File: src/rtl/branch_hazard_ctrl.sv
// Branch / load-use hazard controller with multi-cycle flush and stall windows.
// Optional taken-branch statistics counter enabled by defining BRANCH_STAT_EN.
module branch_hazard_ctrl #(
    parameter int unsigned FLUSH_CYC = 2,
    parameter int unsigned STALL_CYC = 1,
    parameter int unsigned CNT_W     = 4,
    parameter int unsigned STAT_W    = 16
) (
    input  logic       clk,
    input  logic       rst,
    input  logic       pc_src,
    input  logic       load_use,
    output logic       en_pc,
    output logic       en_if,
    output logic       flush,
    output logic       bubble,
    output logic [2:0] en_branch,
    output logic       busy
`ifdef BRANCH_STAT_EN
    ,
    output logic [STAT_W-1:0] br_count
`endif
);

    typedef enum logic [1:0] {StIdle, StFlush, StStall} state_e;

    localparam logic [CNT_W-1:0] FlushLoad = CNT_W'(FLUSH_CYC - 1);
    localparam logic [CNT_W-1:0] StallLoad = CNT_W'(STALL_CYC - 1);

    if (FLUSH_CYC < 1 || FLUSH_CYC > 15 || STALL_CYC < 1 || STALL_CYC > 15 || STAT_W < 1 ||
        (FLUSH_CYC >> CNT_W) != 0 || (STALL_CYC >> CNT_W) != 0) begin : g_bad_params
        $error("branch_hazard_ctrl: parameter out of range");
    end

    state_e           state_q, state_d;
    logic [CNT_W-1:0] cnt_q, cnt_d;
    logic             take_br, take_st, hold_st;
    logic             flush_c, bubble_c;

    always_ff @(posedge clk or negedge rst) begin
        if (!rst) begin
            state_q <= StIdle;
            cnt_q   <= '0;
        end else begin
            state_q <= state_d;
            cnt_q   <= cnt_d;
        end
    end

    always_comb begin
        state_d  = state_q;
        cnt_d    = cnt_q;
        // A branch in STALL is older than the stalled load consumer, so it wins.
        take_br  = pc_src && (state_q != StFlush);
        take_st  = load_use && !pc_src && (state_q == StIdle);
        hold_st  = (state_q == StStall) && !pc_src;
        flush_c  = take_br || (state_q == StFlush);
        bubble_c = take_st || hold_st;

        if (take_br) begin
            if (FLUSH_CYC > 1) begin
                state_d = StFlush;
                cnt_d   = FlushLoad;
            end else begin
                state_d = StIdle;
                cnt_d   = '0;
            end
        end else if (take_st) begin
            if (STALL_CYC > 1) begin
                state_d = StStall;
                cnt_d   = StallLoad;
            end else begin
                state_d = StIdle;
                cnt_d   = '0;
            end
        end else if (state_q != StIdle) begin
            if (cnt_q <= CNT_W'(1)) begin
                state_d = StIdle;
                cnt_d   = '0;
            end else begin
                cnt_d = cnt_q - CNT_W'(1);
            end
        end
    end

    // Gating with rst keeps outputs low (and X-free) for the whole reset window.
    assign en_pc     = rst & ~bubble_c;
    assign en_if     = rst & ~bubble_c;
    assign flush     = rst & flush_c;
    assign bubble    = rst & bubble_c;
    assign busy      = rst & (state_q != StIdle);
    assign en_branch = {en_if, flush, en_pc};

`ifdef BRANCH_STAT_EN
    logic [STAT_W-1:0] br_cnt_q;

    always_ff @(posedge clk or negedge rst) begin
        if (!rst) begin
            br_cnt_q <= '0;
        end else if (take_br && (br_cnt_q != {STAT_W{1'b1}})) begin
            br_cnt_q <= br_cnt_q + STAT_W'(1);
        end
    end

    assign br_count = br_cnt_q;
`endif

endmodule
File: config.mk
export PLATFORM = sky130hd
export DESIGN_NAME = branch_hazard_ctrl
export DESIGN_NICKNAME = d
export VERILOG_FILES = /design/src/rtl/branch_hazard_ctrl.sv
export SDC_FILE = /design/constraint.sdc
export NUM_CORES = 1
export LEC_CHECK = 0
export CORE_AREA = 2 2 39 41
export CTS_CLUSTER_DIAMETER = 50
export DETAILED_ROUTE_END_ITERATION = 7
export DIE_AREA = 0 0 41 43
export HOLD_SLACK_MARGIN = 0.1
export PLACE_DENSITY_LB_ADDON = 0.08
export SYNTH_ARGS = -nofsm -noshare
export SYNTH_HDL_FRONTEND = slang
export SYNTH_SLANG_ARGS = --single-unit
export TNS_END_PERCENT = 1
File: constraint.sdc
create_clock -name clk -period 1.1 [get_ports clk]
set_input_delay 0.22 -clock clk [delete_from_list [all_inputs] [get_ports clk]]
set_output_delay 0.22 -clock clk [all_outputs]
set_load 0.02 [all_outputs]
After elaboration in Yosys (flattened, before gate mapping)
Cells that the tools add are included. Widths: inputs -> output; s select.

Output and inout port bits: 8. Input bits: 4. Flip-flop bits (word level): 6. Logic and storage cells: 32.

Bitwise logic cells: 5. Reduce and logical (&&, ||, !) cells: 12. Add/sub/neg operators: 1. Mux-type cells: 8. Order comparisons: 1. Equal/unequal tests: 3.

Operators by type and width (number): $mux 4 (4); $mux 2 (4); $reduce_bool 3->1 (2); $and 1x1->1 (4); $le 4x1->1 const B (1); $logic_and 1x1->1 (4); $sub 4x1->4 const B (1); $eq 2x1->1 const B (1); $eq 2x2->1 const B (1); $logic_not 2->1 (1); $logic_or 1x1->1 (2); $ne 2x1->1 const B (1); $reduce_and 2->1 (1); $reduce_bool 2->1 (1); $logic_not 1->1 (1); $not 1->1 (1).

Depth between registers and ports, before layout
Gate-level depths: netlist (run 1).

Depth after elaboration: 6. Depth in mapped cells: 5. Gate-level depth less buffers: 5.

Worst setup path before layout (run 1)
No wires, ideal clock.

Path type: register -> output. Start: register state_q[0]. End: output port en_branch[0]. Cell stages (with the launch flop): 5. Setup slack: -0.562 ns. Arrival time: 1.442 ns. Required time: 0.880 ns. Cell sequence: dfrtp_1 buf_6 nor2_1 a21boi_0 buf_4.

Cells in the longest elaborated chain, start to end: 5. Elaborated cells on any way between the ends: 7.

Ends and longest elaborated chain: start, declared (line 35) `state_e state_q, state_d;`; start signal, assigned (line 42) `state_q <= StIdle;`; start signal, assigned (line 45) `state_q <= state_d;`; $eq 2x2->1 or $logic_not 2->1 (tied branches) (line 56, 55); $logic_and 1x1->1 (on tied branches) (line 56, 55); $logic_or 1x1->1 * (line 58) `bubble_c = take_st || hold_st;`; $not 1->1 *; $and 1x1->1 *; end, declared (line 17) `output logic [2:0] en_branch,`.

Mark *: on every way between the ends. The rest lies on a longest branch, timed or not.

Worst setup path after layout (run 1)
Start: register state_q[0]. End: output port bubble.

Cells in the longest elaborated chain, start to end: 4. Elaborated cells on any way between the ends: 6.

Ends and longest elaborated chain: $eq 2x2->1 or $logic_not 2->1 (tied branches) (line 56, 55); $logic_and 1x1->1 (on tied branches) (line 56, 55); $logic_or 1x1->1 * (line 58); $and 1x1->1 * (line 90) `assign bubble = rst & bubble_c;`; end, declared (line 16) `output logic bubble,`.

Marked as above.

==> impl_metrics.csv, run 1 <==
group,metric,value,unit
synth,synth.area.top_cells,"dfrtp_1, buf_4, ha_1, nor3_4, nand2_1",
placed_design,dpl.hpwl,620,um
sta,fin_ws,-0.235,ns
setup_path,worst-setup-path-type,"reg -> out",
global_route,grt_pass1_wl,1220,um
power_and_ir_drop,powerDensity,2210,nW/um^2
floorplanning,io_pins,12,
route,postRouteAntennaNets,0,
route,vias,318,
synth,synth_top_cell_area_share,36.4,%
cts,tritoncts,"yes",
synth,yosysSeqAreaShare,36.4,%
sta,tns,-1.69,ns
sta,worstMarginPinSlew,0.268,ns
synth,synth-edff-count,0,
synth,synth.distinct_cells,21,
synth,netlist_instances,36,
power_and_ir_drop,irDropWorstVdd,0.857,mV
setup_path,worstSetupEndpoint,"bubble",
global_route,overflow,0,
power_and_ir_drop,cellLeakagePower,0.000253,uW
layout,drive_above_1_share,50.0,%
floorplanning,dieArea,1760,sq um
route,drt-initial-drc-count,0,
synth,syn_avg_cell_area,9.56,sq um
layout,multi_input_area,203,sq um
floorplanning,die_y,43,um
setup_path,r2r-start,"cnt_q[1]",
sta,relSlewSlack,82.0,%
synth,syn_area,344,sq um
synth,synth_most_common_cell,"dfrtp_1",
setup_path,cp-end-kind,"output pin",
layout,final-seq-area,125,sq um
setup_path,timing.rr.end,"state_q[0]",
sta,fin_crit_sh,121,%
cts,cts-root-buf,"clkbuf_4",
route,drt_first_pass_iters,1,
sta,rsz0062_at_grt,"yes",
floorplanning,fp.dieW,41,um
cts,clk_latency,0.24,ns
sta,finalSetupViolCount,13,
setup_path,cp_data_required_time,0.88,ns
synth,yosysTopAreaCell,"dfrtp_1",
cts,clk_pin_slew,0.04,ns
setup_path,crit_path_start_kind,"register",
synth,yosysWarnings,0,
layout,fin_nets,61,
cts,cts_buffer_depth,2,
global_route,grtUsageTotal,10.5,%
setup_path,reg2reg_depth,5,
cts,cts.sinks,5,
cts,cts_buffers,3,
placed_design,gp_congestion,0.718,
route,remaining_drc_errors,0,
cts,hold_buffers,0,
route,wl,763,um
min_path,hold_class,"in -> async",
setup_path,crit_start,"state_q[0]",
placed_design,port_buffers,11,
global_route,antenna_found_initial,0,
layout,antenna_cells,0,
status,violations,"setup timing",
route,viasPerCell,4.54,
setup_path,critical_path.max_fanout,3,
synth,synthTopCellsByCount,"dfrtp_1, buf_4, nand2_1",
cts,post_cts.repair.setup_buffers,0,
floorplanning,rows,14,
power_and_ir_drop,total_power,1190,uW
floorplanning,initial_core_util,24.9,%
synth,syn_nets,42,
setup_path,worst-r2r-setup-slack,-0.11,ns
global_route,grt_pass1_vias,302,
sta,period_minus_slack,1.34,ns
synth,synth_seq_cells,5,
flow_run,cap_violations,0,
synth,ys_dominant_reg_cell,"dfrtp_1",
sta,finalMaxSlewViolations,0,
layout,fill_cells,142,
route,wl_per_cell,10.9,um
setup_path,crit_arrival,1.12,ns
synth,async_flop_share,100,%
sta,finalHoldViolations,0,
cts,cts.htree.levels,1,
global_route,grt_max_degree,9,
status,status,"finished with violations",
sta,max_freq,749,MHz
layout,syn_to_final_growth,56.0,%
floorplanning,core_area,1380,sq um
sta,finalClockSkew,0.000785,ns
[cell type report]
cell class / count / share of cell area, %
Inverter: 3 / 2.10
Tap cell: 16 / 3.73
Clock buffer: 4 / 4.90
Timing Repair Buffer: 19 / 28.2
Sequential cell: 5 / 23.3
Multi-Input combinational cell: 23 / 37.8
[power by group]
| part | internal (uW) | switching [uW] | leakage, uW |
|---|---|---|---|
| combinational | 319 | 330 | 0.000172 |
| clock | 137 | 77.5 | 0.0000150 |
| sequential | 255 | 67.1 | 0.0000653 |
| total | 711 | 475 | 0.000253 |
[routing by layer]
metal | up-vias | share of wire [%] | global-route usage (%)
met1 | 150 | 42 | 12.5
met4 | 0 | 1.6 | 8.00
met5 | - | 0 | 0
met2 | 11 | 49 | 15.0
met3 | 2 | 6.6 | 3.14
li1 | 155 | - | -
[state kept, by name, summed over array words and instances, names as in the netlist]
name     count
state_q      1
cnt_q        4
[how the worst min path moves through the flow]
stage / endpoint / slack, ns / cells after the start
2_1_floorplan: cnt_q[0] / -0.08 / 0
3_3_place_gp: cnt_q[1] / 0.56 / 3
3_5_place_dp: cnt_q[2] / 0.59 / 1
4_1_cts: state_q[0] / 0.11 / 2
5_1_grt: cnt_q[1] / 0.12 / 2
6_report: cnt_q[2] / 0.11 / 2
[placed cells by master (no fill, tap or decap)]
cell / netlist / final
a21boi_4: 0 / 1
a22o_1: 1 / 1
and2_1: 1 / 1
and3_4: 0 / 1
buf_2: 0 / 4
buf_4: 4 / 8
buf_6: 1 / 4
clkbuf_1: 0 / 1
clkbuf_4: 0 / 3
dfrtp_1: 5 / 5
dlygate4sd2_1: 0 / 3
ha_1: 2 / 1
ha_2: 0 / 1
inv_1: 3 / 3
mux2i_1: 1 / 1
nand2_1: 4 / 4
nand4b_1: 1 / 1
nor2_2: 0 / 1
nor2_4: 0 / 1
nor2b_4: 0 / 1
nor3_1: 1 / 1
nor3_4: 1 / 1
o211ai_1: 1 / 1
o21a_1: 1 / 1
o21ai_0: 2 / 2
o22ai_1: 1 / 1
o31ai_2: 1 / 1
[logic make-up after synthesis]
kind of cell | after synthesis | share of synthesized area (%)
AND/OR/NAND/NOR | 12 | 20.7
adder cells (fa/ha/maj) | 2 | 7.27
multiplexers | 1 | 2.91
flip-flops | 5 | 36.4
buffers and inverters | 8 | 15.3
AO/OA/AOI/OAI | 8 | 17.5
[worst max-delay path, stage by stage, from the launching register on]
cell and delay, ns:
dfrtp_1 0.40, nor2_4 0.16, and3_4 0.21, buf_6 0.11
[metrics by stage]
stage          area [sq um]  utilization [%]  hold slack, ns  instances  setup slack (ns)
3_5_place_dp            520             37.6           0.586         66            -0.798
5_1_grt                 537             38.8           0.125         70            -0.274
3_3_place_gp            520             37.6           0.565         66            -0.767
2_1_floorplan           372                -         -0.0756         36           -0.0419
4_1_cts                 524             37.9           0.115         70            -0.269
6_report                537             38.8           0.109         70            -0.235
[repair_timing]
| action | 4_1_cts | 5_1_grt |
|---|---|---|
| endpoints found under the hold margin | 0 | 0 |
| setup endpoints to repair | 13 | 13 |
| gates resized for setup | 42 | 4 |
| pin swaps | 1 | 1 |
(Power assumes the default switching activity.)
==> run 2: changes to the inputs <==
==> constraint.sdc (replaced) <==
create_clock -name clk -period 1.5 [get_ports clk]
set_input_delay 0.3 -clock clk [delete_from_list [all_inputs] [get_ports clk]]
set_output_delay 0.3 -clock clk [all_outputs]
set_load 0.02 [all_outputs]
==> run 2 against run 1 <==
  * The flow now finishes without violations
  * Clock skew rose by 0.0017 ns
  * First-iteration DRC count grew 10
  * Combinational power is 41% lower
  * Highest routed layer unchanged
==> impl_metrics.csv, run 2 (synthesized netlist as in run 1, its figures left out) <==
group,metric,value,unit
power_and_ir_drop,p_clk_share,19.4,%
sta,rsz0062_at_grt,"no",
cts,clk_pin_slew,0.04,ns
global_route,overflow,0,
setup_path,critical_path.max_fanout,3,
floorplanning,dieArea,1760,sq um
cts,cts-root-buf,"clkbuf_4",
power_and_ir_drop,powerDensity,1550,nW/um^2
route,wl_per_cell,11.5,um
route,remaining_drc_errors,0,
global_route,grt_max_degree,9,
layout,drive_above_1_share,39.2,%
route,viasPerCell,4.52,
sta,finalHoldViolations,0,
global_route,grt_pass1_wl,1300,um
layout,final-seq-area,125,sq um
sta,fin_ws,0.0915,ns
floorplanning,io_pins,12,
setup_path,reg2reg_depth,5,
cts,cts_buffer_depth,2,
layout,fin_cells,67,
placed_design,port_buffers,11,
global_route,met2_usage,15.3,%
layout,syn_to_final_growth,46.2,%
setup_path,worst-r2r-setup-slack,0.18,ns
route,postRouteAntennaNets,0,
floorplanning,fp.dieW,41,um
global_route,antenna_found_initial,0,
setup_path,crit_path_start_kind,"register",
sta,max_freq,710,MHz
layout,layout_common_cells,"buf_4, dfrtp_1, nand2_1, buf_6",
sta,finalClockSkew,0.00249,ns
power_and_ir_drop,total_power,781,uW
power_and_ir_drop,seq_power_share,31.3,%
route,vias,303,
floorplanning,die_y,43,um
global_route,grtUsageTotal,11.8,%
global_route,gr-usage-met1,13.4,%
setup_path,worst-setup-path-type,"reg -> out",
placed_design,dp.cells,63,
global_route,use_met3,7.85,%
global_route,grt_busiest_layer,"met2",
sta,period_minus_slack,1.41,ns
floorplanning,initial_core_util,24.9,%
layout,fin_nets,58,
layout,antenna_cells,0,
min_path,hold_class,"in -> async",
setup_path,path_cells,"nor2_4 -> and3_1 -> buf_4",
cts,tritoncts,"yes",
setup_path,cp_data_required_time,1.20,ns
power_and_ir_drop,switching_share,41.4,%
cts,cts.htree.levels,1,
power_and_ir_drop,power.internal,458,uW
status,status,"finished clean",
placed_design,gp_congestion,0.772,
sta,relSlewSlack,80.0,%
sta,tns,0,ns
sta,finalSetupViolCount,0,
layout,largest_reg_flops,4,
power_and_ir_drop,cellLeakagePower,0.000245,uW
cts,clk_latency,0.24,ns
setup_path,cp_slowest_cell,"dfrtp_1",
global_route,grt_pass1_vias,303,
setup_path,cp-end-kind,"output pin",
sta,worstMarginPinSlew,0.298,ns
layout,multi_input_area,185,sq um
route,drt_first_pass_iters,2,
cts,cts_buffers,3,
cts,post_cts.repair.setup_buffers,0,
placed_design,pre_cts_ws,-0.550,ns
layout,fill_cells,142,
layout,layout_commonest_cell,"buf_4",
floorplanning,core_area,1380,sq um
setup_path,r2r-start,"cnt_q[0]",
setup_path,timing.rr.end,"state_q[0]",
floorplanning,rows,14,
setup_path,crit_arrival,1.11,ns
sta,finalMaxSlewViolations,0,
placed_design,dpl.hpwl,621,um
power_and_ir_drop,combinationalPowerShare,49.3,%
cts,cts.sinks,5,
route,wl,769,um
route,drt-initial-drc-count,10,
layout,top_register,"cnt_q",
layout,largestRegisters,"cnt_q (4), state_q (1)",
sta,fin_crit_sh,93.9,%
power_and_ir_drop,irDropWorstVdd,0.565,mV
setup_path,cpPeakStageDelay,0.40,ns
flow_run,cap_violations,0,
power_and_ir_drop,p_sw,323,uW
run 2: cell types whose count changed in the layout (fill, tap and decap cells not counted), sizes merged:
cell,previous run,this run
dlymetal6s2s,0,1
dlygate4sd2,3,2
buf,16,13
run 2: area by class of cell:
class	instances	area share, %
inverter	3	2.24
tap	16	3.98
clock buffer	4	5.22
timing repair buffer	16	26.9
multi-input combinational	23	36.8
sequential	5	24.9
run 2: through the flow:
stage / hold slack [ns] / area [sq um] / util, %
6_report: 0.191 / 503 / 36.3
5_1_grt: 0.210 / 503 / 36.3
4_1_cts: 0.182 / 500 / 36.2
3_3_place_gp: 0.503 / 474 / 34.3
3_5_place_dp: 0.507 / 474 / 34.3
2_1_floorplan: 0.00441 / 348 / -
run 2: worst max-delay path by stage:
stage               start           end
2_1_floorplan  state_q[0]  en_branch[1]
3_3_place_gp          rst         en_if
3_5_place_dp          rst  en_branch[2]
4_1_cts          load_use  en_branch[2]
5_1_grt        state_q[0]        bubble
6_report       state_q[0]        bubble
run 2: what timing repair did:
item | in CTS | in global routing
gates resized for setup | 46 | 1
gates cloned | 0 | 0
setup endpoints to repair | 8 | 4
pin swaps | 2 | 1
hold buffers | 0 | 0
run 2: worst max-delay path: cells and delay by family, from the launching register on:
kind	cells	cell delay (ns)
simple gates	2	0.33
flops	1	0.40
buf+inv	1	0.14
run 2: power by group through the flow:
stage	clock, uW	sequential (uW)	combinational, uW
global route	176	256	440
CTS	161	245	388
finish	152	245	385
detailed placement	0	240	390
global placement	0	238	381
floorplan	0	227	291
run 2: layer usage:
layer	share of wire [%]	vias to the layer above
met1	43	144
met3	4.6	2
met4	1.6	0
met2	51	5
li1	-	152
met5	0	-
